**config.mk**
```make
export PLATFORM = sky130hd
export DESIGN_NAME = serial_word_framer
export DESIGN_NICKNAME = d
export VERILOG_FILES = /design/src/rtl/framer_pkg.sv /design/src/rtl/word_hold_reg.sv /design/src/rtl/serial_word_framer.sv
export SDC_FILE = /design/constraint.sdc
export NUM_CORES = 1
export LEC_CHECK = 0
export CORE_MARGIN = 4
export CORE_UTILIZATION = 45
export CTS_CLUSTER_SIZE = 12
export DETAILED_ROUTE_END_ITERATION = 16
export GPL_TIMING_DRIVEN = 1
export PLACE_DENSITY = 0.75
export SYNTH_ARGS = -nofsm -noshare
export SYNTH_HDL_FRONTEND = slang
export SYNTH_SLANG_ARGS = --single-unit
```
**constraint.sdc**
```tcl
create_clock -name myclock -period 1.7 [get_ports myclock]
set_clock_uncertainty 0.1 [all_clocks]
set_input_delay 0.255 -clock myclock [delete_from_list [all_inputs] [get_ports myclock]]
set_output_delay 0.255 -clock myclock [all_outputs]
set_load 0.01 [all_outputs]
```
**src/rtl/framer_pkg.sv**
```systemverilog
// Shared types and helpers for the serial word deframer.
package framer_pkg;

  typedef enum logic [2:0] {
    IDLE   = 3'd0,
    DATA   = 3'd1,
    PARITY = 3'd2,
    STOP   = 3'd3,
    BREAK  = 3'd4
  } framer_state_t;

  localparam logic FRAME_IDLE_LVL = 1'b1;

  // Returns 1 when v holds an odd number of ones. Callers zero-extend narrower vectors.
  function automatic logic even_par(input logic [31:0] v);
    return ^v;
  endfunction

endpackage

```
**src/rtl/word_hold_reg.sv**
```systemverilog
// One-entry valid/ready holding register feeding the word FIFO write port.
module word_hold_reg #(
  parameter int W = 4
) (
  input  logic         myclock,
  input  logic         resetn,
  input  logic         load,
  input  logic [W-1:0] load_data,
  input  logic         ready,
  output logic [W-1:0] data,
  output logic         valid,
  output logic         drop
);

  logic xfer;
  logic accept;

  assign xfer   = valid & ready;
  // A held word may be replaced only on the edge it leaves.
  assign accept = load & (~valid | ready);
  assign drop   = load & valid & ~ready;

  always_ff @(posedge myclock or negedge resetn) begin
    if (!resetn) begin
      data  <= '0;
      valid <= 1'b0;
    end else if (accept) begin
      data  <= load_data;
      valid <= 1'b1;
    end else if (xfer) begin
      valid <= 1'b0;
    end
  end

endmodule

```
**src/rtl/serial_word_framer.sv**
```systemverilog
// Deframes a one-wire start/data/parity/stop stream into words for the FIFO write side.
module serial_word_framer
  import framer_pkg::*;
#(
  parameter int WORDSIZE  = 4,
  parameter int PARITY_EN = 1,
  parameter int CNTW      = $clog2(WORDSIZE + 1)
) (
  input  logic                myclock,
  input  logic                resetn,
  input  logic                sdata_in,
  input  logic                sen,
  output logic [WORDSIZE-1:0] word_out,
  output logic                word_valid,
  input  logic                word_ready,
  output logic                busy,
  output logic                parity_err,
  output logic                frame_err,
  output logic                overrun,
  input  logic                err_clr
);

  framer_state_t       state;
  logic [WORDSIZE-1:0] shreg;
  logic [CNTW-1:0]     cnt;
  logic                perr;

  logic stop_smp;
  logic stop_ok;
  logic good_evt;
  logic perr_evt;
  logic ferr_evt;
  logic drop_evt;

  assign stop_smp = sen & (state == STOP);
  assign stop_ok  = (sdata_in == FRAME_IDLE_LVL);
  assign good_evt = stop_smp & stop_ok & ~perr;
  assign perr_evt = stop_smp & stop_ok & perr;
  assign ferr_evt = stop_smp & ~stop_ok;
  assign busy     = (state != IDLE);

  always_ff @(posedge myclock or negedge resetn) begin
    if (!resetn) begin
      state <= IDLE;
      shreg <= '0;
      cnt   <= '0;
      perr  <= 1'b0;
    end else if (sen) begin
      unique case (state)
        IDLE: begin
          if (sdata_in != FRAME_IDLE_LVL) begin
            state <= DATA;
            cnt   <= '0;
            perr  <= 1'b0;
          end
        end
        DATA: begin
          shreg <= {shreg[WORDSIZE-2:0], sdata_in};
          cnt   <= cnt + 1'b1;
          if (cnt == CNTW'(WORDSIZE - 1))
            state <= (PARITY_EN != 0) ? PARITY : STOP;
        end
        PARITY: begin
          perr  <= even_par(32'({shreg, sdata_in}));
          state <= STOP;
        end
        STOP:  state <= stop_ok ? IDLE : BREAK;
        // A low line here is the tail of a broken frame, never a new start bit.
        BREAK: if (sdata_in == FRAME_IDLE_LVL) state <= IDLE;
        default: state <= IDLE;
      endcase
    end
  end

  word_hold_reg #(.W(WORDSIZE)) u_hold (
    .myclock   (myclock),
    .resetn    (resetn),
    .load      (good_evt),
    .load_data (shreg),
    .ready     (word_ready),
    .data      (word_out),
    .valid     (word_valid),
    .drop      (drop_evt)
  );

  // A fresh error on the clearing edge takes priority over err_clr.
  always_ff @(posedge myclock or negedge resetn) begin
    if (!resetn) begin
      parity_err <= 1'b0;
      frame_err  <= 1'b0;
      overrun    <= 1'b0;
    end else begin
      parity_err <= (parity_err & ~err_clr) | perr_evt;
      frame_err  <= (frame_err  & ~err_clr) | ferr_evt;
      overrun    <= (overrun    & ~err_clr) | drop_evt;
    end
  end

endmodule

```
* Word level (Yosys, flattened, before mapping)
Cells that the tools add are included.
Storage, ports and cells: flip-flop bits (word level) 19, logic and storage cells 60
Cells by class: add/sub/neg operators 1, equal/unequal tests 8, mux-type cells 11, bitwise operators 21, reductions and logical operators 10
Operator list (count):
- parity 32 bit | 1
- two-way mux 3 bit | 5
- one-hot mux 3 bit (5 select lines) | 1
- AND 1 bit | 12
- equality test 3 x 2 -> 1 bit, second input constant | 3
- inequality test 2 bit, second input constant | 3
- one-hot mux 3 bit (2 select lines) | 1
- AND reduction 3 bit | 2
- nonzero test 2 bit | 3
- NOT 1 bit | 5
- OR 1 bit | 4
- AND reduction 4 bit | 1
- adder 3 x 1 -> 3 bit, second input constant | 1
- equality test 3 x 1 -> 1 bit, second input constant | 1
- equality test 3 bit, second input constant | 1
- zero test 3 bit | 1
- two-way mux 1 bit | 3
- nonzero test 3 bit | 1
- one-hot mux 1 bit (2 select lines) | 1
- AND reduction 2 bit | 1

* Depth between registers and ports, before layout
Gate-level depths: netlist (run 1).
word-level depth 7, depth in mapped cells 5

* Hierarchy
From an unflattened synthesis (run 1), not the netlist that was laid out.
Second synthesis, totals: cell total of the unflattened synthesis 69, area total of the unflattened synthesis 887.1 um^2
By module, submodules not included:
- serial_word_framer | instances 1, cells each 55, area each 665.6 um^2, seq. area each 350.3 um^2
- word_hold_reg | instances 1, cells each 14, area each 221.5 um^2, seq. area each 125.1 um^2

* Worst setup path after synthesis (run 1)
No wires, ideal clock.
kind register -> register, from register state[1], to register shreg[0], library setup time 0.125 ns, arrival 1.253 ns, path slack 0.222 ns, cell stages (with the launch flop) 6, path buffers 2, period minus slack after synthesis 1.478 ns, cells stage by stage dfrtp_1 -> buf_2 -> nor2_1 -> and3_1 -> buf_2 -> mux2_2
Between the ends: longest elaborated chain between the ends 2
RTL lines:
- from (decl) | line serial_word_framer.sv:23 | framer_state_t state;
- from (signal assigned) | line serial_word_framer.sv:61 | state <= (PARITY_EN != 0) ? PARITY : STOP;
- from (signal assigned) | line serial_word_framer.sv:67 | STOP: state <= stop_ok ? IDLE : BREAK;
- equality test 3 x 1 -> 1 bit | line serial_word_framer.sv:49 | unique case (state)
- AND reduction 2 bit (no line)
- to (signal assigned) | line serial_word_framer.sv:58 | shreg <= {shreg[WORDSIZE-2:0], sdata_in};
- to (decl) | line serial_word_framer.sv:24 | logic [WORDSIZE-1:0] shreg;
No other way between the ends. A chain may end at the register's enable or synchronous reset.

* Worst setup path in the final report (run 1)
from register state[2], to register u_hold.data[2]
Between the ends: longest elaborated chain between the ends 5
RTL lines:
- equality test 3 x 2 -> 1 bit | line serial_word_framer.sv:35 | assign stop_smp = sen & (state == STOP);
- AND 1 bit | line serial_word_framer.sv:35
- AND 1 bit (2 in a row) | line serial_word_framer.sv:37 | assign good_evt = stop_smp & stop_ok & ~perr;
- AND 1 bit | line word_hold_reg.sv:20 | assign accept = load & (~valid | ready);
- to (signal assigned) | line word_hold_reg.sv:28 | data <= load_data;
- to (decl) | line word_hold_reg.sv:10 | output logic [W-1:0] data,
No other way between the ends.

==> results.sh, run 1 <==
export IMPL_grt_antenna_before_repair=0
export IMPL_die_w_microns=52.0
export IMPL_ant_nets=0
export IMPL_final_cells=119
export IMPL_synth_common_cells="dfrtp_1 (19), inv_1 (9), mux2_2 (9), o21ai_0 (4)"
export IMPL_clk_path_buf_depth=2
export IMPL_timing_rr_start="state[2]"
export IMPL_hold_viol_final=0
export IMPL_seqPwrFrac=0.442
export IMPL_dpl_worst_slack_ps=-88.5
export IMPL_synth_top_cell_by_area="dfrtp_1"
export IMPL_dpl_cell_area_sq_um=1060
export IMPL_ir_worst_vdd_uv=806
export IMPL_cts_sinks=19
export IMPL_period_minus_slack_ps=1660
export IMPL_grt_pass1_wl_mm=3.00
export IMPL_cpPeakStageDelay_ps=430
export IMPL_diodes=0
export IMPL_dieArea_sq_um=2700
export IMPL_syn_nets=79
export IMPL_drc=0
export IMPL_clkPwrFrac=0.136
export IMPL_regArea_sq_um=479
export IMPL_viasPerCell=5.24
export IMPL_fin_ws_ps=44.6
export IMPL_slew_headroom=0.821
export IMPL_drv_cap=0
export IMPL_reg2reg_slack_ps=40
export IMPL_crit_arrival_ps=1760
export IMPL_p_sw_frac=0.334
export IMPL_powerDensity_nw_per_um2=1520
export IMPL_cts_hold_buf=0
export IMPL_p_int_w=0.00113
export IMPL_cts_tree="done"
export IMPL_cp_start_kind="register"
export IMPL_wirelength_mm=1.73
export IMPL_drtPass1Iterations=4
export IMPL_final_area_sq_um=1120
export IMPL_worst_path_buf_inv=1
export IMPL_avgSynthCellArea_sq_um=12.3
export IMPL_slowest_stage="dfrtp_2"
export IMPL_ys_ff_latch=19
export IMPL_detail_route_wl_per_cell_microns=14.5
export IMPL_leakage_nw=0.516
export IMPL_ys_warn_count=0
export IMPL_final_util=0.628
export IMPL_hpwl_mm=1.19
export IMPL_start_util=0.488
export IMPL_overflow=0
export IMPL_htreeDepth=1
export IMPL_crit_path_end_kind="register"
export IMPL_vias=623
export IMPL_seq_area_frac_synth=0.546
export IMPL_cts_buffers=3
export IMPL_reg2regPathDepth=4
export IMPL_synth_top_area_frac=0.546
export IMPL_multi_input_area_sq_um=349
export IMPL_areaGrowthSynthToFinish_pct=28.6
export IMPL_die_y_microns=52.0
export IMPL_p_sw_w=0.000566
export IMPL_drt_iter0_drc=6
export IMPL_first_global_vias=653
export IMPL_synth_area_leaders="dfrtp_1 (55%), mux2_2 (12%), inv_1 (3.9%), ha_1 (2.9%), xnor3_1 (2.6%)"
export IMPL_slew_viol_final=0
export IMPL_async_flop_share=1.00
export IMPL_grt_total_usage=0.152
export IMPL_portBuffers=14
export IMPL_place_inst=111
export IMPL_yosysMostFrequentCell="dfrtp_1"
export IMPL_outcome="finished, final reports clean"
export IMPL_synth_edff_count=0
export IMPL_fmax_mhz=604
export IMPL_clkTransAtPathRegs_ps=110
export IMPL_finalSetupViolCount=0
export IMPL_fin_crit_sh=0.974
export IMPL_place_congestion=0.700
export IMPL_nets=103
export IMPL_cp_cell_sequence="buf_4 -> and4b_1 -> and4_4 -> mux2_2"
export IMPL_pwr_share_comb=0.421
export IMPL_whs_ps=182
export IMPL_required_ps=1800
export IMPL_critPathTopFamily="simple AND/OR/NAND/NOR gates"
export IMPL_crit_type="reg2reg"
export IMPL_io_pins=15
export IMPL_syn_area_sq_um=871
export IMPL_rr_endpoint="u_hold.data[2]"
export IMPL_hold_path_class="in2async"
export IMPL_drive_above_1_share=0.287
export IMPL_core_region_area_sq_um=1780
export IMPL_synth_ff_type="dfrtp_1"
export IMPL_clock_latency_ps=300
export IMPL_grt_max_degree=20
export IMPL_syn_inst=71
export IMPL_ys_types=26
export IMPL_worstMarginPinSlew_ps=268
export IMPL_cp_max_fo=6
export IMPL_fp_row_count=15
export IMPL_root_buffer="clkbuf_4"
export IMPL_n_fill_cell=144
[cell families after synthesis]
family                   after synthesis  share of synthesized area
flip-flops                            19                      0.546
AO/OA/AOI/OAI                         15                      0.121
buffers and inverters                 12                     0.0560
AND/OR/NAND/NOR                       11                     0.0862
multiplexers                           9                      0.116
XOR/XNOR                               3                     0.0460
adder cells (fa/ha/maj)                2                     0.0287
[worst max-delay path by stage]
stage                  start             end  slack [ps]  depth (start not counted)
floorplan           state[1]        shreg[0]         220                          5
global placement         sen  u_hold.data[0]         -70                          4
detailed placement       sen  u_hold.data[2]         -90                          4
CTS                 state[2]  u_hold.data[2]          50                          4
global route        state[2]  u_hold.data[3]          -9                          4
finish              state[2]  u_hold.data[2]          40                          4
[what timing repair did]
item | in CTS | in global routing
buffers inserted | 3 | 1
pin swaps | 0 | 1
setup endpoints to repair | 1 | 4
gates resized for setup | 5 | 0
[through the flow]
step                TNS, ps  total power [W]
floorplan                 0          0.00118
global placement       -475          0.00140
detailed placement     -522          0.00144
CTS                       0          0.00171
global route          -14.7          0.00183
finish                    0          0.00170
[power groups by stage]
stage	Sequential, W	Combinational [W]	Clock [W]
finish	0.000751	0.000715	0.000231
global route	0.000776	0.000803	0.000255
global placement	0.000779	0.000625	0
detailed placement	0.000784	0.000652	0
CTS	0.000751	0.000717	0.000239
floorplan	0.000752	0.000432	0
[cell usage in the layout (no fill, tap or decap), types with 2 or more instances in the layout]
| cell type | n |
|---|---|
| a22o_1 | 2 |
| and4b_1 | 2 |
| buf_4 | 8 |
| clkbuf_4 | 3 |
| clkdlybuf4s50_1 | 13 |
| dfrtp_1 | 16 |
| dfrtp_2 | 3 |
| ha_1 | 2 |
| inv_1 | 9 |
| mux2_2 | 9 |
| nand2_1 | 3 |
| o21ai_0 | 4 |
| o22ai_1 | 3 |
[layout make-up]
cell class                      count  area share
Clock buffer                        3      0.0201
Tap cell                           25      0.0279
Sequential cell                    19       0.428
Timing Repair Buffer               22       0.178
Clock inverter                      1     0.00447
Multi-Input combinational cell     40       0.312
Inverter                            9      0.0302
[sequential cells by signal, summed over array words and instances (netlist names)]
name,count
cnt,3
perr,1
state,3
frame_err,1
parity_err,1
u_hold.valid,1
u_hold.data,4
shreg,4
overrun,1
[metal layers]
metal,vias to the layer above,global-route usage,wire length (microns)
li1,300,-,-
met3,4,0.0258,54
met1,302,0.203,824
met5,-,0,0
met4,0,0.0655,26
met2,17,0.241,822
Power figures use the tool's default switching activity.
==> run 2: changes to the inputs <==
- TNS_END_PERCENT: default -> 100
==> results of run 2 <==
No change in the layout: final DEF, timing and power equal those of run 1.
==> run 3: changes to the inputs <==
- MAX_ROUTING_LAYER: default -> met4
==> run 3 against run 2 <==
Worst setup slack about the same. Critical path depth unchanged. First-iteration DRC count unchanged. Critical endpoint unchanged. Sequential power about the same. Clock power about the same. Hold slack about the same.
==> results.sh, run 3 (synthesis results as in run 1) <==
export IMPL_final_common_cell="dfrtp_1"
export IMPL_crit_path_end_kind="register"
export IMPL_timing_rr_start="state[2]"
export IMPL_root_buffer="clkbuf_4"
export IMPL_largestRegisters="shreg (4), u_hold.data (4)"
export IMPL_detail_route_wl_per_cell_microns=14.5
export IMPL_grt_antenna_before_repair=0
export IMPL_cp_start_kind="register"
export IMPL_ir_worst_vdd_uv=806
export IMPL_clkTransAtPathRegs_ps=110
export IMPL_outcome="finished, final reports clean"
export IMPL_reg2regPathDepth=4
export IMPL_rr_endpoint="u_hold.data[2]"
export IMPL_core_region_area_sq_um=1780
export IMPL_grt_pass1_wl_mm=3.00
export IMPL_clk_path_buf_depth=2
export IMPL_fin_crit_sh=0.974
export IMPL_ant_nets=0
export IMPL_cp_max_fo=6
export IMPL_leakage_nw=0.516
export IMPL_die_y_microns=52.0
export IMPL_viasPerCell=5.24
export IMPL_drtPass1Iterations=4
export IMPL_nets=103
export IMPL_final_util=0.628
export IMPL_required_ps=1800
export IMPL_diodes=0
export IMPL_grt_max_degree=20
export IMPL_start_util=0.488
export IMPL_drive_above_1_share=0.287
export IMPL_cts_buffers=3
export IMPL_drt_iter0_drc=6
export IMPL_place_congestion=0.707
export IMPL_hold_path_class="in2async"
export IMPL_portBuffers=14
export IMPL_htreeDepth=1
export IMPL_grt_total_usage=0.156
export IMPL_slew_headroom=0.821
export IMPL_cts_tree="done"
export IMPL_reg2reg_slack_ps=40
export IMPL_vias=623
export IMPL_hold_viol_final=0
export IMPL_crit_type="reg2reg"
export IMPL_cts_sinks=19
export IMPL_overflow=0
export IMPL_slew_viol_final=0
export IMPL_drc=0
export IMPL_n_fill_cell=144
export IMPL_crit_arrival_ps=1760
export IMPL_worstMarginPinSlew_ps=268
export IMPL_wirelength_mm=1.73
export IMPL_cpPeakStageDelay_ps=430
export IMPL_finalSetupTns_ps=0
export IMPL_dieArea_sq_um=2700
export IMPL_slowest_stage="dfrtp_2"
export IMPL_powerDensity_nw_per_um2=1520
export IMPL_areaGrowthSynthToFinish_pct=28.6
export IMPL_cp_cell_sequence="buf_4 -> and4b_1 -> and4_4 -> mux2_2"
export IMPL_fp_row_count=15
export IMPL_final_cell_mix="dfrtp_1 (16), clkdlybuf4s50_1 (13), inv_1 (9), mux2_2 (9), buf_4 (8)"
export IMPL_first_global_vias=652
export IMPL_fmax_mhz=604
export IMPL_io_pins=15
export IMPL_clock_latency_ps=300
export IMPL_finalSetupViolCount=0
export IMPL_final_cells=119
export IMPL_die_w_microns=52.0
export IMPL_drv_cap=0
export IMPL_period_minus_slack_ps=1660
export IMPL_place_inst=111
export IMPL_hpwl_mm=1.19
## run 3: cell counts in the layout (fill, tap and decap cells not counted)
Identical to the previous run, type by type.
## run 3: worst max-delay path: cells and delay by family (launching register included)
| kind | cells | cell delay (ps) |
|---|---|---|
| mux | 1 | 330 |
| flops | 1 | 430 |
| simple gates | 2 | 540 |
| buf+inv | 1 | 160 |
## run 3: final cells by class
cell class,count,area (sq um),area share
Timing Repair Buffer,22,199,0.178
Tap cell,25,31.3,0.0279
Sequential cell,19,479,0.428
Clock buffer,3,22.5,0.0201
Multi-Input combinational cell,40,349,0.312
Inverter,9,33.8,0.0302
Clock inverter,1,5.00,0.00447
## run 3: metrics by stage
step / setup slack (ps) / hold slack (ps) / instance area (sq um) / total power (W)
after floorplan: 222 / -141 / 871 / 0.00118
after global placement: -72.0 / 386 / 1060 / 0.00140
after detailed placement: -88.5 / 387 / 1060 / 0.00144
after CTS: 49.6 / 173 / 1110 / 0.00171
after global routing: -8.95 / 173 / 1120 / 0.00183
final: 44.6 / 183 / 1120 / 0.00170
## run 3: per-layer routing
layer | vias up | wire, microns | track usage
li1 | 300 | - | -
met1 | 302 | 824 | 0.203
met2 | 17 | 822 | 0.241
met3 | 4 | 54 | 0.0258
met4 | 0 | 26 | 0.0655
met5 | - | 0 | -
## run 3: timing repair
item,in CTS,in global routing
hold buffers,0,0
setup endpoints to repair,1,4
gates resized for setup,5,0
pin swaps,0,1
buffers inserted,3,1
## run 3: worst max path at each step
stage               startpoint        endpoint  slack [ps]  cells after the start
finish                state[2]  u_hold.data[2]          40                      4
global placement           sen  u_hold.data[0]         -70                      4
detailed placement         sen  u_hold.data[2]         -90                      4
CTS                   state[2]  u_hold.data[2]          50                      4
global route          state[2]  u_hold.data[3]          -9                      4
floorplan             state[1]        shreg[0]         220                      5
## run 3: report_power, final
| group | internal (W) | switching [W] | total (W) |
|---|---|---|---|
| Sequential | 0.000620 | 0.000131 | 0.000751 |
| Clock | 0.0000877 | 0.000144 | 0.000231 |
| Combinational | 0.000424 | 0.000292 | 0.000715 |
